### config.mk
export PLATFORM = sky130hd
export DESIGN_NAME = score_ram_writer
export DESIGN_NICKNAME = d
export VERILOG_FILES = /design/src/rtl/score_ram_writer.sv
export SDC_FILE = /design/constraint.sdc
export NUM_CORES = 1
export LEC_CHECK = 0
export CAP_MARGIN = 15
export CORE_ASPECT_RATIO = 1.4
export CORE_MARGIN = 10
export CORE_UTILIZATION = 50
export DETAILED_ROUTE_END_ITERATION = 6
export HOLD_SLACK_MARGIN = 0.03
export PLACE_DENSITY = 0.78
export SKIP_CTS_REPAIR_TIMING = 1
export SYNTH_ARGS = -nofsm -noshare
export SYNTH_HDL_FRONTEND = slang
export SYNTH_SLANG_ARGS = --single-unit
### constraint.sdc
create_clock -name clk -period 2.2 [get_ports clk]
set_input_delay 0.66 -clock clk [delete_from_list [all_inputs] [get_ports clk]]
set_output_delay 0.66 -clock clk [all_outputs]
set_load 0.05 [all_outputs]
### src/rtl/score_ram_writer.sv
`default_nettype none
// ============================================================================
// Module      : score_ram_writer
// Description : Write-port sequencer for a (N+1)x(N+1) row-major score RAM.
//               On init_start it writes the gap-penalty border (row 0, then
//               column 0) as 2N+1 back-to-back writes, then enters RUN where
//               each en_write stores score_in into cell (i+1, j+1) one cycle
//               later.
// Ports       : clk        - clock, rising edge
//               rst        - asynchronous reset, active low
//               init_start - start/restart border initialisation
//               en_write   - cell write request (qualifies i, j, score_in)
//               i, j       - cell indices, written to (i+1, j+1)
//               score_in   - signed cell score
//               we         - registered RAM write strobe
//               addr       - registered RAM write address
//               data_out   - registered RAM write data
//               busy       - border initialisation in progress
//               init_done  - border written, accepting cell writes
//               err        - one-cycle pulse on a rejected (out-of-range) write
// Options     : SCORE_WR_RANGE_CHK_EN - when defined, writes with i>=N or
//               j>=N are dropped and flagged on err; otherwise err is tied 0
//               and the address simply wraps to ADDR_W bits.
// Revision    : 1.0 - initial release
// ============================================================================
module score_ram_writer #(
  parameter int N       = 128,
  parameter int BitAddr = $clog2(N + 1),
  parameter int ADDR_W  = $clog2((N + 1) * (N + 1)),
  parameter int SCORE_W = 10,
  parameter int GAP     = -2
) (
  input  logic                      clk,
  input  logic                      rst,
  input  logic                      init_start,
  input  logic                      en_write,
  input  logic [BitAddr:0]          i,
  input  logic [BitAddr:0]          j,
  input  logic signed [SCORE_W-1:0] score_in,
  output logic                      we,
  output logic [ADDR_W-1:0]         addr,
  output logic signed [SCORE_W-1:0] data_out,
  output logic                      busy,
  output logic                      init_done,
  output logic                      err
);

  localparam logic [1:0] c_st_idle     = 2'd0;
  localparam logic [1:0] c_st_init_row = 2'd1;
  localparam logic [1:0] c_st_init_col = 2'd2;
  localparam logic [1:0] c_st_run      = 2'd3;

  localparam logic signed [SCORE_W-1:0] c_gap       = SCORE_W'(GAP);
  localparam logic [ADDR_W-1:0]         c_stride    = ADDR_W'(N + 1);
  localparam logic [31:0]               c_stride_32 = 32'(N + 1);
  localparam logic [BitAddr:0]          c_k_last    = (BitAddr + 1)'(N);
  localparam logic [BitAddr:0]          c_k_one     = (BitAddr + 1)'(1);

  logic [1:0]                r_state;
  logic [BitAddr:0]          r_k;
  logic                      r_we;
  logic [ADDR_W-1:0]         r_addr;
  // r_data doubles as the running border value v during initialisation.
  logic signed [SCORE_W-1:0] r_data;

  logic              w_start;
  logic              w_run_write;
  logic [ADDR_W-1:0] w_cell_addr;

  // init_start is honoured only from IDLE or RUN, and beats en_write in RUN.
  assign w_start     = init_start && ((r_state == c_st_idle) || (r_state == c_st_run));
  assign w_run_write = en_write && (r_state == c_st_run) && !init_start;

  // Computed at 32 bits, then wrapped to the RAM address width.
  assign w_cell_addr = ADDR_W'((32'(j) + 32'd1) + c_stride_32 * (32'(i) + 32'd1));

`ifdef SCORE_WR_RANGE_CHK_EN
  logic w_out_of_range;
  logic r_err;

  assign w_out_of_range = (32'(i) >= 32'(N)) || (32'(j) >= 32'(N));

  always_ff @(posedge clk or negedge rst) begin
    if (!rst) begin
      r_err <= 1'b0;
    end else begin
      r_err <= w_run_write && w_out_of_range;
    end
  end

  assign err = r_err;
`else
  assign err = 1'b0;
`endif

  always_ff @(posedge clk or negedge rst) begin
    if (!rst) begin
      r_state <= c_st_idle;
      r_k     <= '0;
      r_we    <= 1'b0;
      r_addr  <= '0;
      r_data  <= '0;
    end else if (w_start) begin
      // First border write (cell 0, value 0) is presented on entry.
      r_state <= c_st_init_row;
      r_k     <= '0;
      r_we    <= 1'b1;
      r_addr  <= '0;
      r_data  <= '0;
    end else begin
      case (r_state)
        c_st_init_row: begin
          r_we <= 1'b1;
          if (r_k == c_k_last) begin
            // Column 0 starts at row 1; cell 0 was already written.
            r_state <= c_st_init_col;
            r_k     <= c_k_one;
            r_addr  <= c_stride;
            r_data  <= c_gap;
          end else begin
            r_k    <= r_k + c_k_one;
            r_addr <= r_addr + ADDR_W'(1);
            r_data <= r_data + c_gap;
          end
        end
        c_st_init_col: begin
          if (r_k == c_k_last) begin
            r_state <= c_st_run;
            r_we    <= 1'b0;
          end else begin
            r_we   <= 1'b1;
            r_k    <= r_k + c_k_one;
            r_addr <= r_addr + c_stride;
            r_data <= r_data + c_gap;
          end
        end
        c_st_run: begin
          r_we <= 1'b0;
          if (w_run_write) begin
`ifdef SCORE_WR_RANGE_CHK_EN
            if (!w_out_of_range) begin
              r_we   <= 1'b1;
              r_addr <= w_cell_addr;
              r_data <= score_in;
            end
`else
            r_we   <= 1'b1;
            r_addr <= w_cell_addr;
            r_data <= score_in;
`endif
          end
        end
        default: begin
          r_we <= 1'b0;
        end
      endcase
    end
  end

  assign we        = r_we;
  assign addr      = r_addr;
  assign data_out  = r_data;
  assign busy      = (r_state == c_st_init_row) || (r_state == c_st_init_col);
  assign init_done = (r_state == c_st_run);

endmodule
`default_nettype wire

==> results.py, run 1 <==
metrics = {
    "synthesis": {
        "synth_edf_count": 0,
        "mappedNetlistNets": 545,
        "synth_xor_area_share_pct": 6.150,
        "ys_seq_elements": 37,
        "synth_ff_type": "sky130_fd_sc_hd__dfrtp_1",
        "synthDistinctLibCells": 82,
        "ys_seq_area_share_pct": 24.08,
        "synth_area_leaders": "sky130_fd_sc_hd__dfrtp_1 24%, sky130_fd_sc_hd__ha_1 15%, sky130_fd_sc_hd__o21ai_0 5.1%, sky130_fd_sc_hd__a21oi_1 4.4%, sky130_fd_sc_hd__xnor2_1 4.3%",
        "avgSynthCellArea_sq_um": 8.322,
        "synth_fa_ha_area_share_pct": 17.93,
        "netlist_instances": 462,
        "post_synth_simple_gate_area_pct": 21.31,
        "synth_commonest_cells": "47 x sky130_fd_sc_hd__ha_1, 40 x sky130_fd_sc_hd__nand2_1, 39 x sky130_fd_sc_hd__o21ai_0",
        "postSynth.asyncResetShare_pct": 100.0,
        "post-synth-top-area-cell": "sky130_fd_sc_hd__dfrtp_1",
        "synth_compound_area_share_pct": 24.44,
        "main_combinational_cell_family_by_area_after_synthesis": "compound AO/OA/AOI/OAI gates",
        "synth.mux.area_fraction_pct": 0.2603,
        "synth_most_common_cell": "sky130_fd_sc_hd__ha_1",
        "synth_area_sq_um": 3845,
        "yosysWarningCount": 0,
        "post-synth-top-area-fraction_pct": 24.08,
    },
    "global_route": {
        "first_global_vias": 4209,
        "grt_max_degree": 38,
        "globalRouteTotalUtil_pct": 20.69,
        "wire_length_of_the_first_global_routing_pass_microns": 19800,
        "grt_overflow_total": 0,
        "grt_antenna_before_repair": 0,
    },
    "pwr": {
        "power_frac_seq_pct": 25.2,
        "share_comb_of_total_power_pct": 59.2,
        "power.internal_mw": 2.009,
        "power_per_cell_area_nw_per_um2": 614.2,
        "clock_power_share_pct": 15.6,
        "p_leak_nw": 2.485,
        "power_switching_share_pct": 43.01,
        "vdd.ir_drop.worst_uv": 612.5,
        "power_switching_mw": 1.516,
    },
    "sta": {
        "timing_max_transition_violations_final": 0,
        "worstMarginPinSlew_ns": 0.5020,
        "final-hold-violation-count": 0,
        "clock-skew-final_ns": 0.01393,
        "grt_setup_unrepaired": "true",
        "layout_worst_path_cycle_share_pct": 180.3,
        "highest_attainable_clock_frequency_ghz": 0.2521,
        "slew_headroom_pct": 66.28,
        "setup_ws_ns": -1.767,
        "finalCriticalPeriod_ns": 3.967,
        "finalSetupViolations": 13,
        "final.hold.worst_slack_ns": 0.3960,
    },
    "floorplan": {
        "die_height_microns": 123.8,
        "placement_rows": 37,
        "floorplan.initialDensity_pct": 51.91,
        "num_io_pins": 61,
        "die_w_microns": 94.12,
        "floorplan.die_area_sq_um": 11650,
        "coreArea_sq_um": 7407,
    },
    "detailed_routing": {
        "num_vias": 4245,
        "antenna_violating_nets_post_route": 0,
        "drc_errors": 0,
        "routed_via_density": 6.152,
        "routed_wirelength_microns": 14370,
        "firstDrtPassIters": 5,
        "wl_per_cell_microns": 20.83,
        "first_iter_violations": 385,
    },
    "clock_tree": {
        "cts.clk_slew.worst_paths_ns": 0.08,
        "cts_tree": "built",
        "worstSkewPairLatency_ns": 0.31,
        "cts_root_buf": "sky130_fd_sc_hd__clkbuf_8",
        "clk_path_buf_depth": 2,
        "numCtsBuffers": 5,
        "htreeDepth": 2,
        "cts.sinks": 37,
    },
    "setup_path": {
        "path_delay_family": "adder cells",
        "slowest_stage": "sky130_fd_sc_hd__fa_1",
        "crit_path_frequent_cell": "sky130_fd_sc_hd__ha_4",
        "worstSetupEndpointType": "flop",
        "worst-endpoint-required_ns": 2.39,
        "critical_path.cell_chain": "buf_6 > and3_4 > and3_4 > nand3_4 > xnor2_4 > ha_4 > ha_4 > ha_4 > fa_1 > ha_4 > a2111o_1 > a21oi_1 > o31a_1 > xor2_1 > nor2_1 > a311o_1",
        "critical_path.max_fanout": 5,
        "critical_path.max_stage_delay_ns": 0.57,
        "cp-start-kind": "input pin",
        "critical_path.n_buffers_inverters": 1,
        "arrival_ns": 4.16,
        "setup.worst_path.class": "input pin to flop",
    },
    "layout": {
        "multiInputGateArea_sq_um": 3233,
        "layout-drive-gt1-share_pct": 34.91,
        "fillCellCount": 496,
        "layout.area.seq_sq_um": 925.9,
        "diodes": 0,
        "finalNetCount": 675,
        "layout-area-overhead-vs-synth_pct": 49.24,
    },
    "status": {
        "violations": "negative setup slack",
        "outcome": "finished with violations",
    },
    "placement": {
        "finalWeightedCongestion": 0.9162,
        "place.detailed.hpwl_microns": 9308,
        "place.port_buffers": 59,
        "place_worst_setup_slack_ns": -2.392,
    },
    "min_path": {
        "hold_path.class": "input pin to async pin",
    },
    "flow_run": {
        "drv.max_cap_violation_count": 0,
    },
}
==> cell type report <==
class | count | share of cell area (%)
well taps | 97 | 2.115
inverters | 26 | 1.701
multi-input cells | 377 | 56.35
repair buffers | 145 | 21.94
clock buffers | 7 | 1.679
clock inverters | 1 | 0.08722
flip-flops and latches | 37 | 16.14
==> flip-flops by register name, indices dropped and copies added (netlist names) <==
| signal | count |
|---|---|
| we | 1 |
| r_state | 2 |
| data_out | 10 |
| addr | 15 |
| r_k | 9 |
==> worst paths after layout <==
check | from | end | slack, ns | cells past startpoint
setup / recovery | i[3] | addr[11] | -1.77 | 16
hold / removal | rst | data_out[0] | 0.40 | 2
setup reg to reg | r_state[0] | addr[14] | -0.03 | 6
hold reg to reg | data_out[0] | data_out[0] | 0.54 | 2
max in group asynchronous | rst | addr[8] | 1.45 | 2
min in group clk | data_out[0] | data_out[0] | 0.54 | 2
==> power groups by stage <==
stage,clock (mW),combinational [mW],sequential [mW]
final,0.550,2.09,0.889
after global routing,0.579,2.21,0.901
after CTS,0.556,1.73,0.880
after detailed placement,0,1.72,0.892
after global placement,0,1.69,0.887
after floorplan,0,0.862,1.15
==> metal layers <==
layer / share of wire, % / vias to the layer above / global-route usage (%) / wire [microns]
li1: - / 1960 / - / -
met1: 36 / 2051 / 21.19 / 5160
met2: 54 / 186 / 39.69 / 7739
met3: 5.6 / 48 / 4.154 / 799
met4: 4.7 / 0 / 8.286 / 673
met5: 0 / - / 0 / 0
==> cell families (layout without fill, tap and decap cells) <==
family	after synthesis	in the layout
and+or+nand+nor	153	153
AOI/OAI and AO/OA	142	142
adders and majority gates	53	53
buffers and inverters	48	179
DFF	37	37
xor gates and xnor gates	27	27
other	1	1
muxes	1	1
==> through the flow <==
step                      util (%)  TNS [ns]  std cells  area [sq um]  total power, mW
after global placement       69.05    -25.26        671          5115            2.576
after CTS                    70.42    -21.39        679          5216            3.167
after global routing         77.47    -16.78        690          5738            3.693
after detailed placement     69.05    -26.40        671          5115            2.610
after floorplan                  -    -15.21        462          3998            2.011
final                        77.47    -15.82        690          5738            3.524
==> cell usage in the layout (no fill, tap or decap), drive strengths merged, types with 7 or more instances in the layout <==
cell type      Yosys  final
a21oi             35     35
and3               9      9
buf               10    119
clkbuf            12      7
clkdlybuf4s50      0     22
dfrtp             37     37
ha                47     47
inv               25     25
nand2             42     42
nand3             29     29
nor2              31     31
nor3               8      8
o21ai             45     45
xnor2             19     19
xor2               8      8
(Power assumes the default switching activity.)
==> inputs of run 2 (changes only) <==
CORE_UTILIZATION = 40   (was 50)
CTS_BUF_LIST = sky130_fd_sc_hd__clkbuf_16   (was not set)
PLACE_DENSITY = not set   (was 0.78)
==> run 2 against run 1 <==
The run still ends with negative setup slack left. Flip-flop and latch count unchanged. Non-clock buffer count rose by 5. Hold slack gained 0.031 ns. Register-to-register slack improved by 0.03 ns. Die area rose by 20%. Final area hardly changed. Clock power increased by 28%. Wire length is 12% lower. Final cell count increased by 2.6%. Critical path type unchanged. Largest cell class unchanged. Highest routed layer unchanged.
==> results.py, run 2 (synthesis gave the netlist of run 1 again) <==
metrics = {
    "global_route": {
        "wire_length_of_the_first_global_routing_pass_microns": 19870,
        "grt_max_degree": 38,
        "first_global_vias": 4179,
        "grt_antenna_before_repair": 0,
        "grt_overflow_total": 0,
        "globalRouteTotalUtil_pct": 17.69,
    },
    "pwr": {
        "vdd.ir_drop.worst_uv": 621.4,
        "power_per_cell_area_nw_per_um2": 617.9,
        "p_leak_nw": 2.513,
    },
    "floorplan": {
        "placement_rows": 42,
        "floorplan.initialDensity_pct": 40.88,
        "num_io_pins": 61,
        "die_w_microns": 102.9,
        "die_height_microns": 136.0,
        "floorplan.die_area_sq_um": 13990,
        "coreArea_sq_um": 9407,
    },
    "clock_tree": {
        "htreeDepth": 2,
        "cts_tree": "built",
        "clk_path_buf_depth": 2,
        "worstSkewPairLatency_ns": 0.29,
        "cts_root_buf": "sky130_fd_sc_hd__clkbuf_16",
        "cts.clk_slew.worst_paths_ns": 0.06,
        "cts.sinks": 37,
        "numCtsBuffers": 5,
    },
    "placement": {
        "dp_cells": 688,
        "place.detailed.hpwl_microns": 9764,
        "detailed_place.area_sq_um": 5149,
        "place_worst_setup_slack_ns": -2.464,
        "place.port_buffers": 59,
        "finalWeightedCongestion": 0.9369,
    },
    "sta": {
        "slew_headroom_pct": 65.49,
        "timing_max_transition_violations_final": 0,
        "layout_worst_path_cycle_share_pct": 176.5,
        "worstMarginPinSlew_ns": 0.5176,
        "finalCriticalPeriod_ns": 3.882,
        "highest_attainable_clock_frequency_ghz": 0.2576,
        "grt_setup_unrepaired": "true",
        "final-hold-violation-count": 0,
        "clock-skew-final_ns": 0.004969,
        "finalSetupViolations": 13,
        "setup_ws_ns": -1.682,
    },
    "detailed_routing": {
        "antenna_violating_nets_post_route": 0,
        "drc_errors": 0,
        "wl_per_cell_microns": 17.82,
        "routed_wirelength_microns": 12620,
        "routed_via_density": 5.713,
        "firstDrtPassIters": 4,
        "first_iter_violations": 289,
        "num_vias": 4045,
    },
    "layout": {
        "instances_no_fill": 708,
        "finish.instance_area_sq_um": 5739,
        "layout-drive-gt1-share_pct": 35.28,
        "final_cell_mix": "110 x sky130_fd_sc_hd__buf_4, 39 x sky130_fd_sc_hd__nand2_1, 36 x sky130_fd_sc_hd__dfrtp_1",
        "finalNetCount": 680,
        "layout-area-overhead-vs-synth_pct": 49.27,
        "final_common_cell": "sky130_fd_sc_hd__buf_4",
        "layout.core_utilization_pct": 61.01,
        "diodes": 0,
        "largest_register_ffs": 15,
    },
    "status": {
        "outcome": "finished with violations",
        "violations": "negative setup slack",
    },
    "flow_run": {
        "drv.max_cap_violation_count": 0,
    },
    "setup_path": {
        "critical_path.max_fanout": 5,
        "worst-endpoint-required_ns": 2.37,
        "r2r_end": "addr[14]",
        "ff2ff_setup_slack_ns": 0,
        "worst_r2r_path_depth": 6,
        "cp-start-kind": "input pin",
        "worstReg2RegStart": "r_state[0]",
        "worstSetupEndpointType": "flop",
        "setup.worst_path.class": "input pin to flop",
        "arrival_ns": 4.05,
    },
    "min_path": {
        "hold_path.class": "input pin to async pin",
    },
}
-- run 2: cell types whose count changed in the layout (fill, tap and decap cells not counted), sizes merged --
cell / before / now
clkinv: 2 / 3
buf: 119 / 124
clkbuf: 7 / 5
inv: 25 / 26
-- run 2: cell type report --
cell class	count	area [sq um]
inverter	26	97.59
timing repair buffer	150	1272
clock inverter	3	13.76
tap	110	137.6
multi-input combinational	377	3166
sequential	37	927.1
clock buffer	5	125.1
fill	823	3667
-- run 2: worst max-delay path by stage --
| stage | startpoint | to | slack (ns) | cells after the start |
|---|---|---|---|---|
| 2_1_floorplan | i[3] | addr[11] | -1.80 | 16 |
| 3_3_place_gp | i[3] | addr[11] | -2.37 | 16 |
| 3_5_place_dp | i[3] | addr[11] | -2.46 | 16 |
| 4_1_cts | i[3] | addr[11] | -2.16 | 16 |
| 5_1_grt | i[4] | addr[11] | -1.80 | 16 |
| 6_report | i[2] | addr[11] | -1.68 | 16 |
-- run 2: power by group --
| part | leakage [nW] | internal [mW] | switching, mW |
|---|---|---|---|
| sequential | 0.405 | 0.768 | 0.114 |
| clock | 0.0748 | 0.412 | 0.291 |
| combinational | 2.03 | 0.928 | 1.03 |
| total | 2.51 | 2.11 | 1.44 |
-- run 2: critical path, stage by stage --
cell and delay (ns):
sky130_fd_sc_hd__buf_6 0.08, sky130_fd_sc_hd__and3_4 0.18, sky130_fd_sc_hd__and3_4 0.22, sky130_fd_sc_hd__nand3_4 0.09, sky130_fd_sc_hd__xnor2_4 0.16, sky130_fd_sc_hd__ha_4 0.22, sky130_fd_sc_hd__ha_4 0.27, sky130_fd_sc_hd__ha_4 0.19
sky130_fd_sc_hd__fa_1 0.54, sky130_fd_sc_hd__ha_4 0.22, sky130_fd_sc_hd__a2111o_1 0.41, sky130_fd_sc_hd__a21oi_2 0.12, sky130_fd_sc_hd__o31a_1 0.19, sky130_fd_sc_hd__xor2_1 0.16, sky130_fd_sc_hd__nor2_1 0.06, sky130_fd_sc_hd__a311o_1 0.27
-- run 2: per-stage QoR --
step | hold WS, ns | power [mW] | setup TNS [ns]
finish | 0.4267 | 3.546 | -14.79
global route | 0.4749 | 3.762 | -15.99
CTS | 0.4485 | 3.348 | -22.08
detailed placement | 0.5273 | 2.628 | -27.19
global placement | 0.5147 | 2.610 | -26.05
floorplan | 0.3644 | 2.011 | -15.21
-- run 2: per-layer routing --
| metal | part of all wire (%) | global-route usage, % | up-vias |
|---|---|---|---|
| li1 | - | - | 1968 |
| met4 | 3.5 | 8.295 | 0 |
| met2 | 54 | 33.49 | 97 |
| met1 | 38 | 17.85 | 1953 |
| met5 | 0 | 0 | - |
| met3 | 4.2 | 3.354 | 27 |
